### src/rtl/local_mem_req_adapter_if.sv
// local_mem_req_adapter_if
//   Bundles the three sides of the adapter into one interface:
//   core-side request channel, core-side read-response channel and the
//   one-cycle-latency local memory port.
//   Parameter AW: memory word-address width ($clog2(RAM_SIZE*256)).
//   Signals:
//     req_valid/req_ready      request handshake
//     req_addr/req_we/req_be/req_wdata   request payload (byte address)
//     rsp_valid/rsp_ready/rsp_rdata      read-response handshake and data
//     mem_addr/mem_en/mem_be/mem_data_in memory port controls and write data
//     mem_data_out             memory read data (one cycle after mem_en)
//     addr_err                 out-of-range request pulse
//   Modports: slave = adapter side, master = requester/memory side.
interface local_mem_req_adapter_if #(
  parameter int AW = 14
) ();
  logic          req_valid;
  logic          req_ready;
  logic [31:0]   req_addr;
  logic          req_we;
  logic [3:0]    req_be;
  logic [31:0]   req_wdata;
  logic          rsp_valid;
  logic          rsp_ready;
  logic [31:0]   rsp_rdata;
  logic [AW-1:0] mem_addr;
  logic          mem_en;
  logic [3:0]    mem_be;
  logic [31:0]   mem_data_in;
  logic [31:0]   mem_data_out;
  logic          addr_err;

  modport slave (
    input  req_valid, req_addr, req_we, req_be, req_wdata, rsp_ready, mem_data_out,
    output req_ready, rsp_valid, rsp_rdata, mem_addr, mem_en, mem_be, mem_data_in, addr_err
  );

  modport master (
    output req_valid, req_addr, req_we, req_be, req_wdata, rsp_ready, mem_data_out,
    input  req_ready, rsp_valid, rsp_rdata, mem_addr, mem_en, mem_be, mem_data_in, addr_err
  );
endinterface

### src/rtl/local_mem_req_adapter.sv
// local_mem_req_adapter
//   Converts a valid/ready load/store request stream into the local memory's
//   fixed one-cycle-latency en/be/addr port. Reads are tracked while in flight
//   and their data lands either straight on the response port (bypass) or in
//   a small circular response buffer, so a stalled consumer never loses data.
//   A credit scheme (buffer slots minus buffered and in-flight reads) throttles
//   req_ready so the buffer can never overflow; responses stay in order.
//   Parameters: RAM_SIZE (KB, word address width derived), RSP_DEPTH (>=2).
//   Ports:
//     clk  rising-edge clock
//     rst  asynchronous active-low reset
//     bus  local_mem_req_adapter_if.slave (request, response, memory port)
//   Optional feature macro: LOCAL_MEM_ADAPTER_ADDR_CHECK_EN
//     defined   - requests above the memory size are accepted but do not
//                 touch memory; addr_err pulses and reads return 32'h0.
//     undefined - upper address bits are ignored (address wraps), addr_err=0.
module local_mem_req_adapter #(
  parameter int RAM_SIZE  = 64,
  parameter int RSP_DEPTH = 2
) (
  input logic                    clk,
  input logic                    rst,
  local_mem_req_adapter_if.slave bus
);
  localparam int LINES = RAM_SIZE * 256;
  localparam int AW    = $clog2(LINES);
  localparam int CW    = $clog2(RSP_DEPTH + 1);
  localparam int PW    = (RSP_DEPTH > 1) ? $clog2(RSP_DEPTH) : 1;

  logic          r_inflight;
  logic          r_inflightZero;
  logic [CW-1:0] r_count;
  logic [PW-1:0] r_head;
  logic [PW-1:0] r_tail;
  logic [31:0]   r_buf [RSP_DEPTH];

  logic        w_addrBad;
  logic        w_hasCredit;
  logic        w_rspValid;
  logic        w_accept;
  logic        w_read;
  logic        w_push;
  logic        w_pop;
  logic [31:0] w_inflightData;
  logic        w_unused;

  function automatic logic [PW-1:0] ptrNext(input logic [PW-1:0] p);
    return (p == PW'(RSP_DEPTH - 1)) ? '0 : p + 1'b1;
  endfunction

`ifdef LOCAL_MEM_ADAPTER_ADDR_CHECK_EN
  assign w_addrBad = |bus.req_addr[31:AW+2];
`else
  assign w_addrBad = 1'b0;
`endif

  // Byte-offset bits never matter; upper bits only matter with the range check.
  assign w_unused = ^{bus.req_addr[1:0], bus.req_addr[31:AW+2]};

  // A credit exists while buffered plus in-flight reads leave a free slot; a
  // pop happening this cycle frees a slot as well.
  assign w_rspValid    = r_inflight | (r_count != '0);
  assign w_hasCredit   = (int'(r_count) + int'(r_inflight)) < RSP_DEPTH;
  assign bus.req_ready = w_hasCredit | (w_rspValid & bus.rsp_ready);
  assign bus.rsp_valid = w_rspValid;

  // Accept is blocked while reset is held so the memory port stays quiet.
  assign w_accept        = bus.req_valid & bus.req_ready & rst;
  assign w_read          = w_accept & ~bus.req_we;
  assign bus.mem_en      = w_accept & ~w_addrBad;
  assign bus.addr_err    = w_accept & w_addrBad;
  assign bus.mem_addr    = bus.req_addr[AW+1:2];
  assign bus.mem_be      = bus.req_we ? bus.req_be : 4'b0000;
  assign bus.mem_data_in = bus.req_wdata;

  // Out-of-range reads never touched memory, so their response is forced to zero.
  assign w_inflightData = r_inflightZero ? 32'h0 : bus.mem_data_out;

  // Bypass only happens when nothing older is buffered and the consumer takes it;
  // every other arriving read word is queued at the tail.
  assign w_push = r_inflight & ~((r_count == '0) & bus.rsp_ready);
  assign w_pop  = (r_count != '0) & bus.rsp_ready;

  // Response data: oldest buffered entry first, else the word arriving from memory.
  always_comb begin
    bus.rsp_rdata = 32'h0;
    if (r_count != '0) begin
      bus.rsp_rdata = r_buf[r_head];
    end else if (r_inflight) begin
      bus.rsp_rdata = w_inflightData;
    end
  end

  // Control state: in-flight flag, occupancy and circular pointers.
  always_ff @(posedge clk or negedge rst) begin
    if (!rst) begin
      r_inflight     <= 1'b0;
      r_inflightZero <= 1'b0;
      r_count        <= '0;
      r_head         <= '0;
      r_tail         <= '0;
    end else begin
      r_inflight     <= w_read;
      r_inflightZero <= w_read & w_addrBad;
      if (w_push) begin
        r_tail <= ptrNext(r_tail);
      end
      if (w_pop) begin
        r_head <= ptrNext(r_head);
      end
      case ({w_push, w_pop})
        2'b10:   r_count <= r_count + 1'b1;
        2'b01:   r_count <= r_count - 1'b1;
        default: r_count <= r_count;
      endcase
    end
  end

  // Buffer storage needs no reset: occupancy decides what is ever presented.
  always_ff @(posedge clk) begin
    if (w_push) begin
      r_buf[r_tail] <= w_inflightData;
    end
  end

  // The credit rule must keep a slot free for every in-flight read.
  assert property (@(posedge clk) disable iff (!rst)
    !(w_push && !w_pop && (r_count == CW'(RSP_DEPTH))));

endmodule
### src/flat_wrapper.sv
// flat-port wrapper written by rule: the top's interface ports become plain ports
module local_mem_req_adapter_flat 
#(
  parameter int RAM_SIZE  = 64,
  parameter int RSP_DEPTH = 2
)
  (clk, rst, bus_req_valid, bus_req_addr, bus_req_we, bus_req_be, bus_req_wdata, bus_rsp_ready, bus_mem_data_out, bus_req_ready, bus_rsp_valid, bus_rsp_rdata, bus_mem_addr, bus_mem_en, bus_mem_be, bus_mem_data_in, bus_addr_err);
  local_mem_req_adapter_if bus_i ();
  input logic clk;
  input logic rst;
  input wire logic [$bits(bus_i.req_valid)-1:0] bus_req_valid;
  input wire logic [$bits(bus_i.req_addr)-1:0] bus_req_addr;
  input wire logic [$bits(bus_i.req_we)-1:0] bus_req_we;
  input wire logic [$bits(bus_i.req_be)-1:0] bus_req_be;
  input wire logic [$bits(bus_i.req_wdata)-1:0] bus_req_wdata;
  input wire logic [$bits(bus_i.rsp_ready)-1:0] bus_rsp_ready;
  input wire logic [$bits(bus_i.mem_data_out)-1:0] bus_mem_data_out;
  output wire logic [$bits(bus_i.req_ready)-1:0] bus_req_ready;
  output wire logic [$bits(bus_i.rsp_valid)-1:0] bus_rsp_valid;
  output wire logic [$bits(bus_i.rsp_rdata)-1:0] bus_rsp_rdata;
  output wire logic [$bits(bus_i.mem_addr)-1:0] bus_mem_addr;
  output wire logic [$bits(bus_i.mem_en)-1:0] bus_mem_en;
  output wire logic [$bits(bus_i.mem_be)-1:0] bus_mem_be;
  output wire logic [$bits(bus_i.mem_data_in)-1:0] bus_mem_data_in;
  output wire logic [$bits(bus_i.addr_err)-1:0] bus_addr_err;
  assign bus_i.req_valid = bus_req_valid;
  assign bus_i.req_addr = bus_req_addr;
  assign bus_i.req_we = bus_req_we;
  assign bus_i.req_be = bus_req_be;
  assign bus_i.req_wdata = bus_req_wdata;
  assign bus_i.rsp_ready = bus_rsp_ready;
  assign bus_i.mem_data_out = bus_mem_data_out;
  assign bus_req_ready = bus_i.req_ready;
  assign bus_rsp_valid = bus_i.rsp_valid;
  assign bus_rsp_rdata = bus_i.rsp_rdata;
  assign bus_mem_addr = bus_i.mem_addr;
  assign bus_mem_en = bus_i.mem_en;
  assign bus_mem_be = bus_i.mem_be;
  assign bus_mem_data_in = bus_i.mem_data_in;
  assign bus_addr_err = bus_i.addr_err;
  local_mem_req_adapter #(.RAM_SIZE(RAM_SIZE), .RSP_DEPTH(RSP_DEPTH)) u_core (.clk(clk), .rst(rst), .bus(bus_i));
endmodule
### config.mk
export PLATFORM = sky130hd
export DESIGN_NAME = local_mem_req_adapter_flat
export DESIGN_NICKNAME = d
export VERILOG_FILES = /design/src/rtl/local_mem_req_adapter_if.sv /design/src/rtl/local_mem_req_adapter.sv /design/src/flat_wrapper.sv
export SDC_FILE = /design/constraint.sdc
export NUM_CORES = 1
export LEC_CHECK = 0
export ABC_AREA = 1
export BUFFER_PORTS_ARGS = -buffer_cell sky130_fd_sc_hd__buf_4
export CORE_AREA = 5 5 90 92
export CTS_CLUSTER_SIZE = 12
export DETAILED_ROUTE_END_ITERATION = 8
export DIE_AREA = 0 0 95 97
export GPL_TIMING_DRIVEN = 1
export HOLD_SLACK_MARGIN = 0.12
export PLACE_DENSITY_LB_ADDON = 0.1
export SYNTH_ARGS = -nofsm -noshare
export SYNTH_HDL_FRONTEND = slang
export SYNTH_SLANG_ARGS = --single-unit
### constraint.sdc
create_clock -name clk -period 6.8 [get_ports clk]
set_input_delay 0.34 -clock clk [delete_from_list [all_inputs] [get_ports clk]]
set_output_delay 0.34 -clock clk [all_outputs]
set_load 0.01 [all_outputs]
======== After elaboration in Yosys (flattened, before gate mapping) ========
Memory sizes are Yosys's and may differ from the RTL's.
Cells that the tools add are included.
storage, ports and cells
  bits in registers ....................... 5
  RAM bits ................................ 64
  output and inout bits ................... 86
  memories kept ........................... 1
memories
  memory        words  bits a word  read ports  clocked after memory_dff  wr ports  RTL line                     text
  u_core.r_buf  2      32           1           0                         1         local_mem_req_adapter.sv:35  logic [31:0] r_buf [RSP_DEPTH];
cells by class
  add/sub/neg operators ................... 5
  $lt $le $gt $ge ......................... 1
  equality and inequality tests ........... 2
  muxes and demuxes ....................... 8
  bitwise gates (word level) .............. 11
  reduce and logical (&&, ||, !) cells .... 3
operator list
  kind                 number
  $mux 32              2
  $lt 32x3->1 const B  1
  $and 1x1->1          7
  $mux 1               4
  $mux 4               1
  $pmux 2 s2           1
  $reduce_bool 2->1    2
  $add 2x1->3          1
  $add 1x1->1 const B  2
  $add 2x1->2 const B  1
  $eq 2x1->1 const B   1
  $eq 2x2->1 const B   1
  $logic_not 2->1      1
  $not 1->1            2
  $or 1x1->1           2
  $sub 2x1->2 const B  1

======== Logic depth before layout (Yosys ltp) ========
  word-level depth ........................ 7
  gate-level depth with buffers ........... 9
  depth with buffers taken out ............ 9

======== Worst setup path after synthesis ========
No wires, ideal clock.
  kind .................................... register to register
  from .................................... reg u_core.r_count[0]
  to ...................................... mem u_core.r_buf[1][0] (enable)
  arrival ................................. 2.014 ns
  path slack .............................. 4.365 ns
  stages on the path, launching flop included .. 5
  buffers on the path ..................... 0
  period minus slack after synthesis ...... 2.435 ns
  cells stage by stage .................... dfrtp_1 > nor2_4 > nand2_1 > nand2_1 > nor2_1
between the ends
  cells in the longest elaborated chain, start to end .. 6
ends and longest elaborated chain
  what                          RTL line                      text
  start: declaration            local_mem_req_adapter.sv:32   logic [CW-1:0] r_count;
  start signal: assignment      local_mem_req_adapter.sv:112  2'b10: r_count <= r_count + 1'b1;
  start signal: assignment      local_mem_req_adapter.sv:113  2'b01: r_count <= r_count - 1'b1;
  start signal: assignment      local_mem_req_adapter.sv:114  default: r_count <= r_count;
  $logic_not 2->1               local_mem_req_adapter.sv:81   assign w_push = r_inflight & ~((r_count == '0) & bus.rsp_ready);
  $and 1x1->1                   local_mem_req_adapter.sv:81
  $not 1->1                     local_mem_req_adapter.sv:81
  $and 1x1->1                   local_mem_req_adapter.sv:81
  $mux 1                        local_mem_req_adapter.sv:121  if (w_push) begin
  $mux 1 (implied by the code)  local_mem_req_adapter.sv:122  r_buf[r_tail] <= w_inflightData;
  end: declaration              local_mem_req_adapter.sv:35
No other way between the ends.

======== Worst setup path after layout ========
  from .................................... reg u_core.r_count[0]
  to ...................................... mem u_core.r_buf[0][16] (enable)
Same word-level chain as after synthesis.

==> impl_metrics.env <==
export IMPL_tritoncts="built"
export IMPL_required_ns=6.87
export IMPL_cts_root_buffer_cell="clkbuf_8"
export IMPL_hold_class="primary input to register"
export IMPL_slew_headroom_pct=34.1
export IMPL_initial_core_util_pct=46.4
export IMPL_antennaDiodeCount=0
export IMPL_antenna_found_initial=0
export IMPL_h_tree_depth=3
export IMPL_synth_area_leaders="edfxtp_1 (58%), buf_4 (11%), o21ai_1 (8.3%)"
export IMPL_skew_ns=0.00906
export IMPL_fmax_mhz=424
export IMPL_wire_per_inst_um=16.8
export IMPL_synth_edf_count=64
export IMPL_setup_tns_ns=0
export IMPL_area_growth_pct=14.9
export IMPL_syn_cell_area_um2=3310
export IMPL_final_core_util_pct=53.3
export IMPL_ys_ff_latch=69
export IMPL_critPathMaxFanout=35
export IMPL_synth_cell_types=23
export IMPL_worst_setup_path_type="register to register"
export IMPL_period_minus_slack_ns=2.36
export IMPL_synth_top_cell_by_area="edfxtp_1"
export IMPL_core_area_um2=7140
export IMPL_place_gp_congestion=0.718
export IMPL_grt_ovfl_total=0
export IMPL_via_count=2281
export IMPL_yosys_area_top_type_share_pct=58.0
export IMPL_cts_setup_buffers=0
export IMPL_slew_viol_final=0
export IMPL_syn_nets=410
export IMPL_yosys_warnings=0
export IMPL_synth_commonest_cells="edfxtp_1 (64), o21ai_1 (55), buf_4 (47), nand3_1 (35), nor2_1 (35)"
export IMPL_cts_max_path_buffers=2
export IMPL_period_share_pct=34.7
export IMPL_async_reset_ff_share_pct=7.25
export IMPL_numClockSinks=69
export IMPL_clk_latency_ns=0.34
export IMPL_drc_errors=0
export IMPL_status="complete, no violations"
export IMPL_start_kind="register"
export IMPL_grt_first_pass_wirelength_um=11800
export IMPL_totalWireLength_um=7380
export IMPL_drive_gt1_share_pct=30.2
export IMPL_hold_viol_final=0
export IMPL_vdd_ir_drop_worst_uv=211
export IMPL_ioPinCount=191
export IMPL_layout_nets=442
export IMPL_drtIter0Drc=196
export IMPL_worst_ep_arrival_time_ns=2.43
export IMPL_p_leak_uw=0.00148
export IMPL_synth_main_ff_cell="edfxtp_1"
export IMPL_first_global_vias=2348
export IMPL_tightest_slew_ns=0.986
export IMPL_grt_use_total_pct=16.7
export IMPL_rows=31
export IMPL_ys_seq_area_share_pct=61.8
export IMPL_end_kind="register"
export IMPL_routed_via_density=5.18
export IMPL_finalSetupViolations=0
export IMPL_dieWidth_um=95
export IMPL_rsz0062_at_grt="false"
export IMPL_dieArea_um2=9220
export IMPL_grt_max_degree=36
export IMPL_port_buffers=79
export IMPL_die_h_um=97
export IMPL_dp_hpwl_um=4460
export IMPL_synth_most_common_cell="edfxtp_1"
export IMPL_drtPass1Iterations=4
export IMPL_cts_made_buffers=9
export IMPL_ant_nets=0
export IMPL_syn_inst=304
export IMPL_power_uw=1510
export IMPL_powerDensity_nw_per_um2=396
export IMPL_drv_cap=0
export IMPL_avgSynthCellArea_um2=10.9
export IMPL_clkTransAtPathRegs_ns=0.07
-- path summary, 6_finish.rpt --
kind,from,to,slack [ns],cells after the start
min,bus_req_we,u_core.r_inflight$_DFF_PN0_,0.18,2
min reg2reg,u_core.r_tail$_DFFE_PN0P_,u_core.r_tail$_DFFE_PN0P_,0.48,2
min in group asynchronous,rst,u_core.r_inflight$_DFF_PN0_,0.34,2
max in group asynchronous,rst,u_core.r_count[1]$_DFFE_PN0P_,6.34,2
max,u_core.r_count[0]$_DFFE_PN0P_,u_core.r_buf[0][16]$_DFFE_PP_,4.44,5
max reg2reg,u_core.r_count[0]$_DFFE_PN0P_,u_core.r_buf[0][16]$_DFFE_PP_,4.44,5
-- metal layers --
metal | global-route usage (%) | up-vias | wire (um)
met3 | 5.97 | 33 | 489
met4 | 8.21 | 0 | 252
met2 | 26.2 | 80 | 3470
met5 | 0 | - | 0
li1 | - | 1071 | -
met1 | 20.2 | 1097 | 3170
-- sequential cells by signal, indices dropped and copies added, names as in the netlist --
signal and flops:
u_core.r_buf 64, u_core.r_count 2, u_core.r_head 1, u_core.r_inflight 1
u_core.r_tail 1
-- critical path, stage by stage, from the launching register on --
cell     delay [ns]
dfrtp_1        0.45
nor2_4         0.71
nand2_1        0.16
nand3_1        0.14
inv_1          0.27
buf_4          0.34
-- report_power, final --
part           switching [uW]  internal, uW
sequential               17.3           503
combinational             396           273
clock                     150           167
-- timing repair --
action | CTS | global route
gates resized for setup | 0 | 0
hold endpoints to repair | 5 | 0
hold buffers | 1 | 0
-- per-stage QoR --
step	hold WS (ns)	instance area [um2]	setup WS [ns]	instances
global route	0.159	3810	4.24	440
CTS	0.173	3810	4.39	440
finish	0.179	3810	4.44	440
detailed placement	0.153	3610	4.41	423
floorplan	0.0444	3310	4.36	304
global placement	0.154	3610	4.40	423
-- kinds of logic (layout without fill, tap and decap cells) --
| group | Yosys count | in the layout | synth area share (%) |
|---|---|---|---|
| and+or+nand+nor | 89 | 89 | 11.9 |
| xor gates and xnor gates | 2 | 2 | 0.529 |
| DFF | 69 | 69 | 61.8 |
| buffers and inverters | 78 | 115 | 15.4 |
| AOI/OAI and AO/OA | 64 | 64 | 9.89 |
| adders and majority gates | 1 | 1 | 0.378 |
| other | 1 | 1 | 0.113 |
-- area by class of cell --
cell class              count  area, um2
clock inverters             5       51.3
inverters                  15       56.3
well taps                  99        124
fillers                   699       3330
repair buffers             84        633
clock buffers              11        131
multi-input cells         157        764
flip-flops and latches     69       2050
-- layout by cell type (no fill, tap or decap), drive strengths merged, types with 3 or more instances in the layout --
cell type  instances
clkinv             3
dfrtp              5
edfxtp            64
inv               15
nor2              36
nand2             17
o21ai             64
clkbuf            11
buf               83
nand3             35
No activity file was read; power rests on OpenSTA's default activity.
